File: config.mk
export PLATFORM = sky130hd
export DESIGN_NAME = vga_timing_gen
export DESIGN_NICKNAME = d
export VERILOG_FILES = /design/src/rtl/vga_timing_pkg.sv /design/src/rtl/vga_axis_counter.sv /design/src/rtl/vga_timing_gen.sv
export SDC_FILE = /design/constraint.sdc
export NUM_CORES = 1
export LEC_CHECK = 0
export CORE_MARGIN = 3
export CORE_UTILIZATION = 55
export DETAILED_ROUTE_END_ITERATION = 16
export PLACE_DENSITY = 0.76
export SKIP_LAST_GASP = 1
export SLEW_MARGIN = 20
export SYNTH_ARGS = -nofsm -noshare
export SYNTH_HDL_FRONTEND = slang
export SYNTH_SLANG_ARGS = --single-unit
File: constraint.sdc
create_clock -name clk -period 7.7 [get_ports clk]
set_input_delay 1.155 -clock clk [delete_from_list [all_inputs] [get_ports clk]]
set_output_delay 1.155 -clock clk [all_outputs]
set_load 0.005 [all_outputs]
File: src/rtl/vga_timing_pkg.sv
// vga_timing_pkg: shared phase encoding and standard raster constant sets
// Provides phase_e, next_phase() and the 1024x768@60 / 800x600@60 timings.
package vga_timing_pkg;
    typedef enum logic [1:0] {PH_SYNC, PH_BACK, PH_ACTIVE, PH_FRONT} phase_e;
    localparam int XGA_H_ACTIVE  = 1024;
    localparam int XGA_H_FP      = 24;
    localparam int XGA_H_SYNC    = 136;
    localparam int XGA_H_BP      = 160;
    localparam int XGA_V_ACTIVE  = 768;
    localparam int XGA_V_FP      = 3;
    localparam int XGA_V_SYNC    = 6;
    localparam int XGA_V_BP      = 29;
    localparam int SVGA_H_ACTIVE = 800;
    localparam int SVGA_H_FP     = 40;
    localparam int SVGA_H_SYNC   = 128;
    localparam int SVGA_H_BP     = 88;
    localparam int SVGA_V_ACTIVE = 600;
    localparam int SVGA_V_FP     = 1;
    localparam int SVGA_V_SYNC   = 4;
    localparam int SVGA_V_BP     = 23;
    // FRONT wraps back to SYNC through the 2-bit overflow
    function automatic phase_e next_phase(input phase_e p);
        return phase_e'(p + 2'd1);
    endfunction
endpackage

File: src/rtl/vga_axis_counter.sv
// vga_axis_counter: position counter plus SYNC/BACK/ACTIVE/FRONT phase FSM for one raster axis
// Ports: clk, rstn (async active-low), advance (step one position);
//        cnt (0..TOTAL-1), phase, wrap (advance at TOTAL-1), active_idx (offset inside ACTIVE, else 0).
module vga_axis_counter
    import vga_timing_pkg::*;
#(
    parameter int SYNC   = 136,
    parameter int BACK   = 160,
    parameter int ACTIVE = 1024,
    parameter int FRONT  = 24,
    parameter int W      = 11
) (
    input  logic         clk,
    input  logic         rstn,
    input  logic         advance,
    output logic [W-1:0] cnt,
    output phase_e       phase,
    output logic         wrap,
    output logic [W-1:0] active_idx
);
    localparam int TOTAL = SYNC + BACK + ACTIVE + FRONT;
    logic [W-1:0] cnt_q, cnt_d, pcnt_q, pcnt_d, plen_m1;
    phase_e       phase_q, phase_d;
    logic         phase_end;
    always_comb begin
        plen_m1   = phase_q == PH_SYNC   ? W'(SYNC - 1) :
                    phase_q == PH_BACK   ? W'(BACK - 1) :
                    phase_q == PH_ACTIVE ? W'(ACTIVE - 1) : W'(FRONT - 1);
        phase_end = pcnt_q == plen_m1;
        wrap      = advance && cnt_q == W'(TOTAL - 1);
        cnt_d     = !advance ? cnt_q : wrap ? '0 : cnt_q + 1'b1;
        pcnt_d    = !advance ? pcnt_q : phase_end ? '0 : pcnt_q + 1'b1;
        phase_d   = advance && phase_end ? next_phase(phase_q) : phase_q;
    end
    always_ff @(posedge clk or negedge rstn) begin
        if (!rstn) begin
            cnt_q   <= '0;
            pcnt_q  <= '0;
            phase_q <= PH_SYNC;
        end else begin
            cnt_q   <= cnt_d;
            pcnt_q  <= pcnt_d;
            phase_q <= phase_d;
        end
    end
    assign cnt        = cnt_q;
    assign phase      = phase_q;
    assign active_idx = phase_q == PH_ACTIVE ? pcnt_q : '0;
endmodule

File: src/rtl/vga_timing_gen.sv
// vga_timing_gen: registered raster timing (syncs, de, x/y, line/frame strobes, vblank)
// Ports: clk, rstn (async active-low), en (stall when low);
//        hs, vs, de, x[10:0], y[9:0], line_start, frame_start, vblank -- all registered, 1-clock latency.
module vga_timing_gen
    import vga_timing_pkg::*;
#(
    parameter int   H_ACTIVE = XGA_H_ACTIVE,
    parameter int   H_FP     = XGA_H_FP,
    parameter int   H_SYNC   = XGA_H_SYNC,
    parameter int   H_BP     = XGA_H_BP,
    parameter int   V_ACTIVE = XGA_V_ACTIVE,
    parameter int   V_FP     = XGA_V_FP,
    parameter int   V_SYNC   = XGA_V_SYNC,
    parameter int   V_BP     = XGA_V_BP,
    parameter logic HS_POL   = 1'b0,
    parameter logic VS_POL   = 1'b0
) (
    input  logic        clk,
    input  logic        rstn,
    input  logic        en,
    output logic        hs,
    output logic        vs,
    output logic        de,
    output logic [10:0] x,
    output logic [9:0]  y,
    output logic        line_start,
    output logic        frame_start,
    output logic        vblank
);
    localparam int H_TOTAL = H_SYNC + H_BP + H_ACTIVE + H_FP;
    localparam int V_TOTAL = V_SYNC + V_BP + V_ACTIVE + V_FP;
    if (H_TOTAL > 2048 || V_TOTAL > 1024 || H_ACTIVE < 1 || H_FP < 1 || H_SYNC < 1 || H_BP < 1 ||
        V_ACTIVE < 1 || V_FP < 1 || V_SYNC < 1 || V_BP < 1) begin : g_bad_params
        $fatal(1, "vga_timing_gen: illegal timing parameters");
    end
    logic [10:0] h_cnt, h_idx, x_q, x_d;
    logic [9:0]  v_cnt, v_idx, y_q, y_d;
    phase_e      h_phase, v_phase;
    logic        h_wrap, v_wrap_unused;
    logic        hs_q, hs_d, vs_q, vs_d, de_q, de_d, ls_q, ls_d, fs_q, fs_d, vb_q, vb_d;
    vga_axis_counter #(.SYNC(H_SYNC), .BACK(H_BP), .ACTIVE(H_ACTIVE), .FRONT(H_FP), .W(11)) u_h (
        .clk(clk), .rstn(rstn), .advance(en),
        .cnt(h_cnt), .phase(h_phase), .wrap(h_wrap), .active_idx(h_idx)
    );
    // h_wrap is already qualified by en, so the vertical axis steps once per line
    vga_axis_counter #(.SYNC(V_SYNC), .BACK(V_BP), .ACTIVE(V_ACTIVE), .FRONT(V_FP), .W(10)) u_v (
        .clk(clk), .rstn(rstn), .advance(h_wrap),
        .cnt(v_cnt), .phase(v_phase), .wrap(v_wrap_unused), .active_idx(v_idx)
    );
    // Level outputs hold on stall so the reset values survive an initial stall
    always_comb begin
        hs_d = en ? (h_phase == PH_SYNC ? HS_POL : ~HS_POL) : hs_q;
        vs_d = en ? (v_phase == PH_SYNC ? VS_POL : ~VS_POL) : vs_q;
        de_d = en ? h_phase == PH_ACTIVE && v_phase == PH_ACTIVE : de_q;
        x_d  = en ? h_idx : x_q;
        y_d  = en ? v_idx : y_q;
        vb_d = en ? v_phase != PH_ACTIVE : vb_q;
        ls_d = en && h_cnt == '0;
        fs_d = en && h_cnt == '0 && v_cnt == '0;
    end
    always_ff @(posedge clk or negedge rstn) begin
        if (!rstn) begin
            hs_q <= ~HS_POL;
            vs_q <= ~VS_POL;
            de_q <= 1'b0;
            x_q  <= '0;
            y_q  <= '0;
            ls_q <= 1'b0;
            fs_q <= 1'b0;
            vb_q <= 1'b1;
        end else begin
            hs_q <= hs_d;
            vs_q <= vs_d;
            de_q <= de_d;
            x_q  <= x_d;
            y_q  <= y_d;
            ls_q <= ls_d;
            fs_q <= fs_d;
            vb_q <= vb_d;
        end
    end
    assign hs          = hs_q;
    assign vs          = vs_q;
    assign de          = de_q;
    assign x           = x_q;
    assign y           = y_q;
    assign line_start  = ls_q;
    assign frame_start = fs_q;
    assign vblank      = vb_q;
endmodule

==> run summary, run 1 <==
* **number of top-level pins** 30
* **area growth from synthesis to layout** 13.01%
* **die extent in y** 89.52 um
* **synthesized area** 0.003836 mm^2
* **post-synthesis average cell area** 9.761 um^2
* **share of synthesized area occupied by flip-flops and latches** 47.72%
* **final hold violations** 0
* **Total Neg Setup Slack** 0 ns
* **most common cell in the synthesized netlist** sky130_fd_sc_hd__dfrtp_1
* **die width** 89.52 um
* **Area contributors post-synth** sky130_fd_sc_hd__dfrtp_1 46%, sky130_fd_sc_hd__ha_1 6.2%, sky130_fd_sc_hd__o21ai_0 6.0%, sky130_fd_sc_hd__nand3_1 3.9%, sky130_fd_sc_hd__xnor2_1 3.7%
* **clock root buffer** sky130_fd_sc_hd__clkbuf_8
* **Post-synth top cells** 70 x sky130_fd_sc_hd__dfrtp_1, 46 x sky130_fd_sc_hd__o21ai_0, 35 x sky130_fd_sc_hd__inv_1
* **maxcap violations** 0
* **CP max FO** 62
* **share of async-settable or async-resettable flops after synthesis** 100.0%
* **data required time of the critical path** 7.94 ns
* **Final Worst Setup Slack** 4.379 ns
* **endpoints failing setup** 0
* **Post-Route WL** 7.643 mm
* **maximum vdd drop** 0.0001101 V
* **leakage power total** 1.874 nW
* **max-slew headroom at the worst pin** 41.04%
* **site row count** 29
* **data arrival time of the critical path** 3.56 ns
* **total of cells resized after clock tree synthesis** 0
* **post-CTS setup buffer count** 0
* **Post-route DRC** 0
* **number of synthesized flops with an enable pin** 0
* **first-pass GRT wire length** 13.00 mm
* **number of CTS-inserted buffers** 9
* **Post-Syn Instances** 393
* **worst slack, placed** 4.010 ns
* **# nets final** 437
* **power density over cell area** 200.1 mW/mm^2
* **cell chain of the critical path** buf_2 -> buf_4 -> and4_1 -> nand4_2 -> nor4_4 -> mux2_2
* **share of cells above drive strength 1** 8.810%
* **outcome** complete, no violations
* **global route total overflow** 0
* **primary flip-flop cell chosen by synthesis mapping** sky130_fd_sc_hd__dfrtp_1
* **Net Count, Synth** 415
* **maximum number of pins on one net before global-route repair** 74
* **slew at the pin closest to its max-slew limit** 0.8845 ns
* **detail-routed net length per standard cell** 14.90 um
* **slowest CP cell** sky130_fd_sc_hd__nor4_4
* **flops & latches, synth** 73
* **maximum count of clock buffers along a single path** 2
* **total routing usage reported by global routing** 21.15%
* **footprint of the multi-input gates** 0.001784 mm^2
* **startpoint kind of the worst setup timing path** input port
* **sort of element at the end of the critical path** flip-flop
* **Sinks on Clock Net** 73
* **remaining antenna violation count after routing** 0
* **half-perimeter wire length after placement** 5.129 mm
* **Setup Crit Path Kind** input port to flip-flop
* **max-slew violation total from the final report** 0
* **unrepaired setup endpoints after global routing** false
* **routed vias** 2898
* **DRC violation total after the first TritonRoute iteration** 148
* **clock latency reported for the late side of the worst-skew pair** 0.35 ns
* **Clock transition at path regs** 0.08 ns
* **share of the synthesized area in the top cell type** 45.66%
* **kind of cell with the highest combined delay on the critical path** simple AND/OR/NAND/NOR gates
* **number of antenna violations at the first check in global routing** 0
* **area taken by flip-flops and latches** 0.001831 mm^2
* **worst hold margin** 0.4878 ns
* **Inserted Diodes** 0
* **number of hold buffers added after CTS** 0
* **post-detailed-route via-to-cell ratio** 5.649
* **Routability Congestion** 0.8386
* **first-pass iteration count of the detailed router** 4
* **starting utilization of the core area** 58.41%
* **filler cell count** 522
* **Hold/Removal Path Class** flip-flop to flip-flop
* **number of global-route vias before repair** 2730
* **number of distinct library cells after synthesis** 51
* **buffers and inverters on the worst path** 2
* **count of yosys warnings during synthesis** 0
* **maximum clock skew at final layout** 0.01053 ns
* **standard cell core area** 0.006568 mm^2
* **clock period minus final worst setup slack** 3.321 ns
* **leading area contributor after synthesis** sky130_fd_sc_hd__dfrtp_1
* **share of the clock period used by the worst path** 43.13%
* **full die area** 0.008013 mm^2
* **final core utilization** 66.01%
* **H-tree depth reported by CTS** 3
* **number of buffers added on ports** 29
* **Crit path largest cell delay** 0.60 ns
* **highest clock rate** 301.1 MHz
* **CTS tree** done
[worst min-delay path: cells and delay by family, from the launching register on]
family	cells	cell delay (ns)
flip-flops	1	0.37
AO/OA/AOI/OAI	1	0.07
AND/OR/NAND/NOR	1	0.05
[sequential cells by signal (all words and copies together), names as in the netlist]
signal,flops
u_h.cnt,11
u_h.pcnt_q,11
x,11
u_v.cnt,10
u_v.pcnt_q,10
y,10
u_h.phase,2
u_v.phase,2
de,1
frame_start,1
hs,1
line_start,1
vblank,1
vs,1
[per-stage QoR]
stage                power, W  cell area [um^2]  instances
detailed placement  0.0006030              4161        497
global route        0.0009169              4335        513
global placement    0.0005962              4161        497
CTS                 0.0008732              4335        513
finish              0.0008674              4335        513
floorplan           0.0005670              3836        393
[routing by layer]
layer | up-vias | global-route usage [%] | routed length [um]
met5 | - | 0 | 0
met4 | 0 | 9.743 | 146
met3 | 12 | 3.410 | 245
met2 | 57 | 32.42 | 3613
met1 | 1379 | 29.51 | 3636
li1 | 1450 | - | -
[final timing paths]
kind | slack, ns | from | depth (start not counted) | to
hold / removal | 0.49 | hs | 2 | hs
setup / recovery | 4.38 | en | 6 | u_v.phase[1]
setup reg to reg | 4.63 | u_h.phase[0] | 7 | u_h.phase[1]
hold reg to reg | 0.49 | hs | 2 | hs
min in group asynchronous | 1.01 | rstn | 2 | u_h.phase[0]
max in group asynchronous | 6.11 | rstn | 2 | y[5]
[cells in the final DEF, fill, tap and decap left out, drive strengths merged, types with 3 or more instances in the layout]
cell	count
nor3	7
nand2	25
buf	4
or4	4
nand3	31
mux2	8
nand4	12
and4	6
a21oi	5
clkdlybuf4s50	27
and3	8
dfstp	3
nor4	8
clkbuf	13
inv	35
xor2	5
or3	5
or2	3
ha	19
a22o	8
xnor2	16
o211ai	3
nor2	16
clkinv	4
dfrtp	70
o31ai	4
o2111ai	3
o21ai	46
[area by class of cell]
class	count	area share (%)
clock buffer	13	3.665
sequential	73	42.22
multi-input combinational	264	41.15
clock inverter	3	0.3463
inverter	36	3.117
tap	93	2.684
timing repair buffer	31	6.811
[power breakdown]
group	internal, W	total, W	leakage (nW)	switching, W
logic	0.0000565	0.000125	0.840	0.0000686
registers	0.000420	0.000471	0.941	0.0000505
clock network	0.000133	0.000272	0.0932	0.000138
[cells by family (layout without fill, tap and decap cells)]
kind of cell             Yosys count  after routing  synth area share (%)
XOR/XNOR                          21             21                 4.794
adder cells (fa/ha/maj)           19             19                 6.197
flip-flops                        73             73                 47.72
multiplexers                       8              8                 2.446
AND/OR/NAND/NOR                  132            132                 19.44
buffers and inverters             56             83                 5.773
AO/OA/AOI/OAI                     84             84                 13.63
Power figures use the tool's default switching activity.
==> run 2: changes to the inputs <==
clock period = 3.1 ns   (was 7.7 ns; I/O delays follow)
==> run summary, run 2 (synthesis gave the netlist of run 1 again) <==
* **half-perimeter wire length after placement** 5.301 mm, +3.3%
* **area growth from synthesis to layout** 16.41%
* **routed vias** 2926, +0.97%
* **sort of element at the end of the critical path** flip-flop
* **power density over cell area** 563.5 mW/mm^2, +180%
* **slew at the pin closest to its max-slew limit** 0.5450 ns, -0.3394 ns
* **number of buffers added on ports** 29, unchanged
* **clock root buffer** sky130_fd_sc_hd__clkbuf_8
* **maximum vdd drop** 0.0002596 V, +140%
* **max-slew headroom at the worst pin** 63.51%, +22 points
* **number of global-route vias before repair** 2813, +3.0%
* **unrepaired setup endpoints after global routing** false
* **clock latency reported for the late side of the worst-skew pair** 0.35 ns, about the same
* **maxcap violations** 0, unchanged
* **DRC violation total after the first TritonRoute iteration** 118, -20%
* **Setup Crit Path Kind** flip-flop to flip-flop
* **highest clock rate** 348.9 MHz
* **Sinks on Clock Net** 73, unchanged
* **leakage power total** 1.934 nW, +3.2%
* **Clock transition at path regs** 0.07 ns, about the same
* **number of top-level pins** 30, unchanged
* **data arrival time of the critical path** 3.10 ns, -0.46 ns
* **Inserted Diodes** 0, unchanged
* **H-tree depth reported by CTS** 3, unchanged
* **endpoints failing setup** 0, unchanged
* **starting utilization of the core area** 58.41%, unchanged
* **switching power of the nets** 0.0006689 W, +160%
* **remaining antenna violation count after routing** 0, unchanged
* **cell chain of the critical path** inv_1 -> ha_1 -> ha_1 -> or4_1 -> or3_1 -> nor3_4 -> mux2_4
* **detail-routed net length per standard cell** 15.30 um, +2.7%
* **Final Instance Count excl. Fillers** 515, +0.39%
* **Post-route DRC** 0, unchanged
* **clock period minus final worst setup slack** 2.867 ns
* **Total Neg Setup Slack** 0 ns, unchanged
* **design area** 0.004466 mm^2, +3.0%
* **detailed route wirelength on metal2** 3.836 mm, +6.2%
* **outcome** complete, no violations
* **max layer used** met4
* **Met1 Routed Length** 3.664 mm, +0.77%
* **share of cells above drive strength 1** 9.716%, +0.91 points
* **Routability Congestion** 0.8548, +1.9%
* **# nets final** 439, +0.46%
* **data required time of the critical path** 3.33 ns, -4.61 ns
* **detailed-routed wire length on met3** 241 um, -1.6%
* **switching share of total power** 26.59%, -3.1 points
* **site row count** 29, unchanged
* **total routing usage reported by global routing** 21.82%, +0.67 points
* **Crit path largest cell delay** 0.53 ns, -0.07 ns
* **filler cell count** 498, -4.6%
* **CTS tree** done
* **Post-Route WL** 7.881 mm, +3.1%
* **internal power consumption** 0.001847 W, +200%
* **first-pass iteration count of the detailed router** 4, unchanged
* **post-CTS setup buffer count** 0, unchanged
* **final hold violations** 0, unchanged
* **area taken by flip-flops and latches** 0.001831 mm^2, unchanged
* **Seq pwr share** 46.7%, -7.5 points
* **share of power burned in combinational logic** 13.0%, -1.4 points
* **total of cells resized after clock tree synthesis** 0, unchanged
* **share of the clock period used by the worst path** 92.47%
* **full die area** 0.008013 mm^2, unchanged
* **number of CTS-inserted buffers** 9, unchanged
* **Clk network pwr share** 40.4%, +9.1 points
* **most frequent cells in the layout** 70 x sky130_fd_sc_hd__dfrtp_1, 46 x sky130_fd_sc_hd__o21ai_0, 35 x sky130_fd_sc_hd__inv_1
* **die width** 89.52 um, unchanged
* **CP most frequent cell** sky130_fd_sc_hd__ha_1
* **total placed instance area** 0.004189 mm^2, +0.66%
* **footprint of the multi-input gates** 0.001784 mm^2, unchanged
* **first-pass GRT wire length** 13.56 mm, +4.3%
* **maximum clock skew at final layout** 0.006576 ns, -0.003957 ns
* **Cell Count Post-Placement** 499, +0.40%
* **max-slew violation total from the final report** 0, unchanged
* **maximum number of pins on one net before global-route repair** 74, unchanged
* **number of hold buffers added after CTS** 0, unchanged
* **slowest CP cell** sky130_fd_sc_hd__or4_1
* **CP max FO** 9, -85%
* **die extent in y** 89.52 um, unchanged
* **number of antenna violations at the first check in global routing** 0, unchanged
* **startpoint kind of the worst setup timing path** flip-flop
* **Total Power Consumption** 0.002516 W, +190%
* **post-detailed-route via-to-cell ratio** 5.682, +0.57%
* **global route total overflow** 0, unchanged
* **maximum count of clock buffers along a single path** 2, unchanged
* **standard cell core area** 0.006568 mm^2, unchanged
* **most common cell after layout, fill and taps aside** sky130_fd_sc_hd__dfrtp_1
* **Hold/Removal Path Class** input port to async pin
-- run 2: cell count changes in the layout (fill, tap and decap cells not counted), sizes merged --
cell,before,now
clkinv,4,2
clkbuf,13,11
buf,4,6
bufinv,0,4
-- run 2: metal layers --
| layer | track usage (%) | vias up |
|---|---|---|
| met1 | 30.05 | 1409 |
| li1 | - | 1446 |
| met2 | 34.63 | 58 |
| met3 | 3.226 | 13 |
| met5 | 0 | - |
| met4 | 9.066 | 0 |
-- run 2: metrics by stage --
stage / utilization (%) / hold WS (ns) / worst slack, ns
final: 67.99 / 0.1433 / 0.2335
after detailed placement: 63.78 / 0.4873 / 0.2919
after global routing: 67.99 / 0.1791 / 0.1111
after CTS: 67.99 / 0.1539 / 0.2373
after floorplan: - / 0.1694 / 0.5469
after global placement: 63.78 / 0.4866 / 0.3768
-- run 2: critical path, delay by kind of cell, from the launching register on --
| family | cells | cell delay, ns |
|---|---|---|
| buffers and inverters | 1 | 0.12 |
| adder cells (fa/ha/maj) | 2 | 0.56 |
| multiplexers | 1 | 0.33 |
| AND/OR/NAND/NOR | 3 | 1.36 |
| flip-flops | 1 | 0.39 |
-- run 2: path summary, 6_finish.rpt --
kind	startpoint	to	slack, ns	cells after the start
worst max-delay path	u_h.phase[0]	u_h.phase[1]	0.23	7
worst min-delay path	rstn	u_h.pcnt_q[0]	0.14	2
worst max register to register	u_h.phase[0]	u_h.phase[1]	0.23	7
worst min register to register	hs	hs	0.49	2
max in group asynchronous	rstn	vs	2.64	2
min in group clk	hs	hs	0.49	2
-- run 2: area by class of cell --
| class | instances | area share (%) |
|---|---|---|
| inverter | 36 | 3.026 |
| tap | 93 | 2.606 |
| multi-input combinational | 264 | 39.96 |
| clock inverter | 5 | 2.802 |
| clock buffer | 11 | 3.390 |
| sequential | 73 | 40.99 |
| timing repair buffer | 33 | 7.229 |
-- run 2: power groups by stage --
stage / registers (W) / clock network, W / logic [W]
detailed placement: 0.00119 / 0 / 0.000324
floorplan: 0.00114 / 0 / 0.000273
finish: 0.00117 / 0.00102 / 0.000326
CTS: 0.00117 / 0.00103 / 0.000330
global placement: 0.00119 / 0 / 0.000305
global route: 0.00119 / 0.00106 / 0.000373
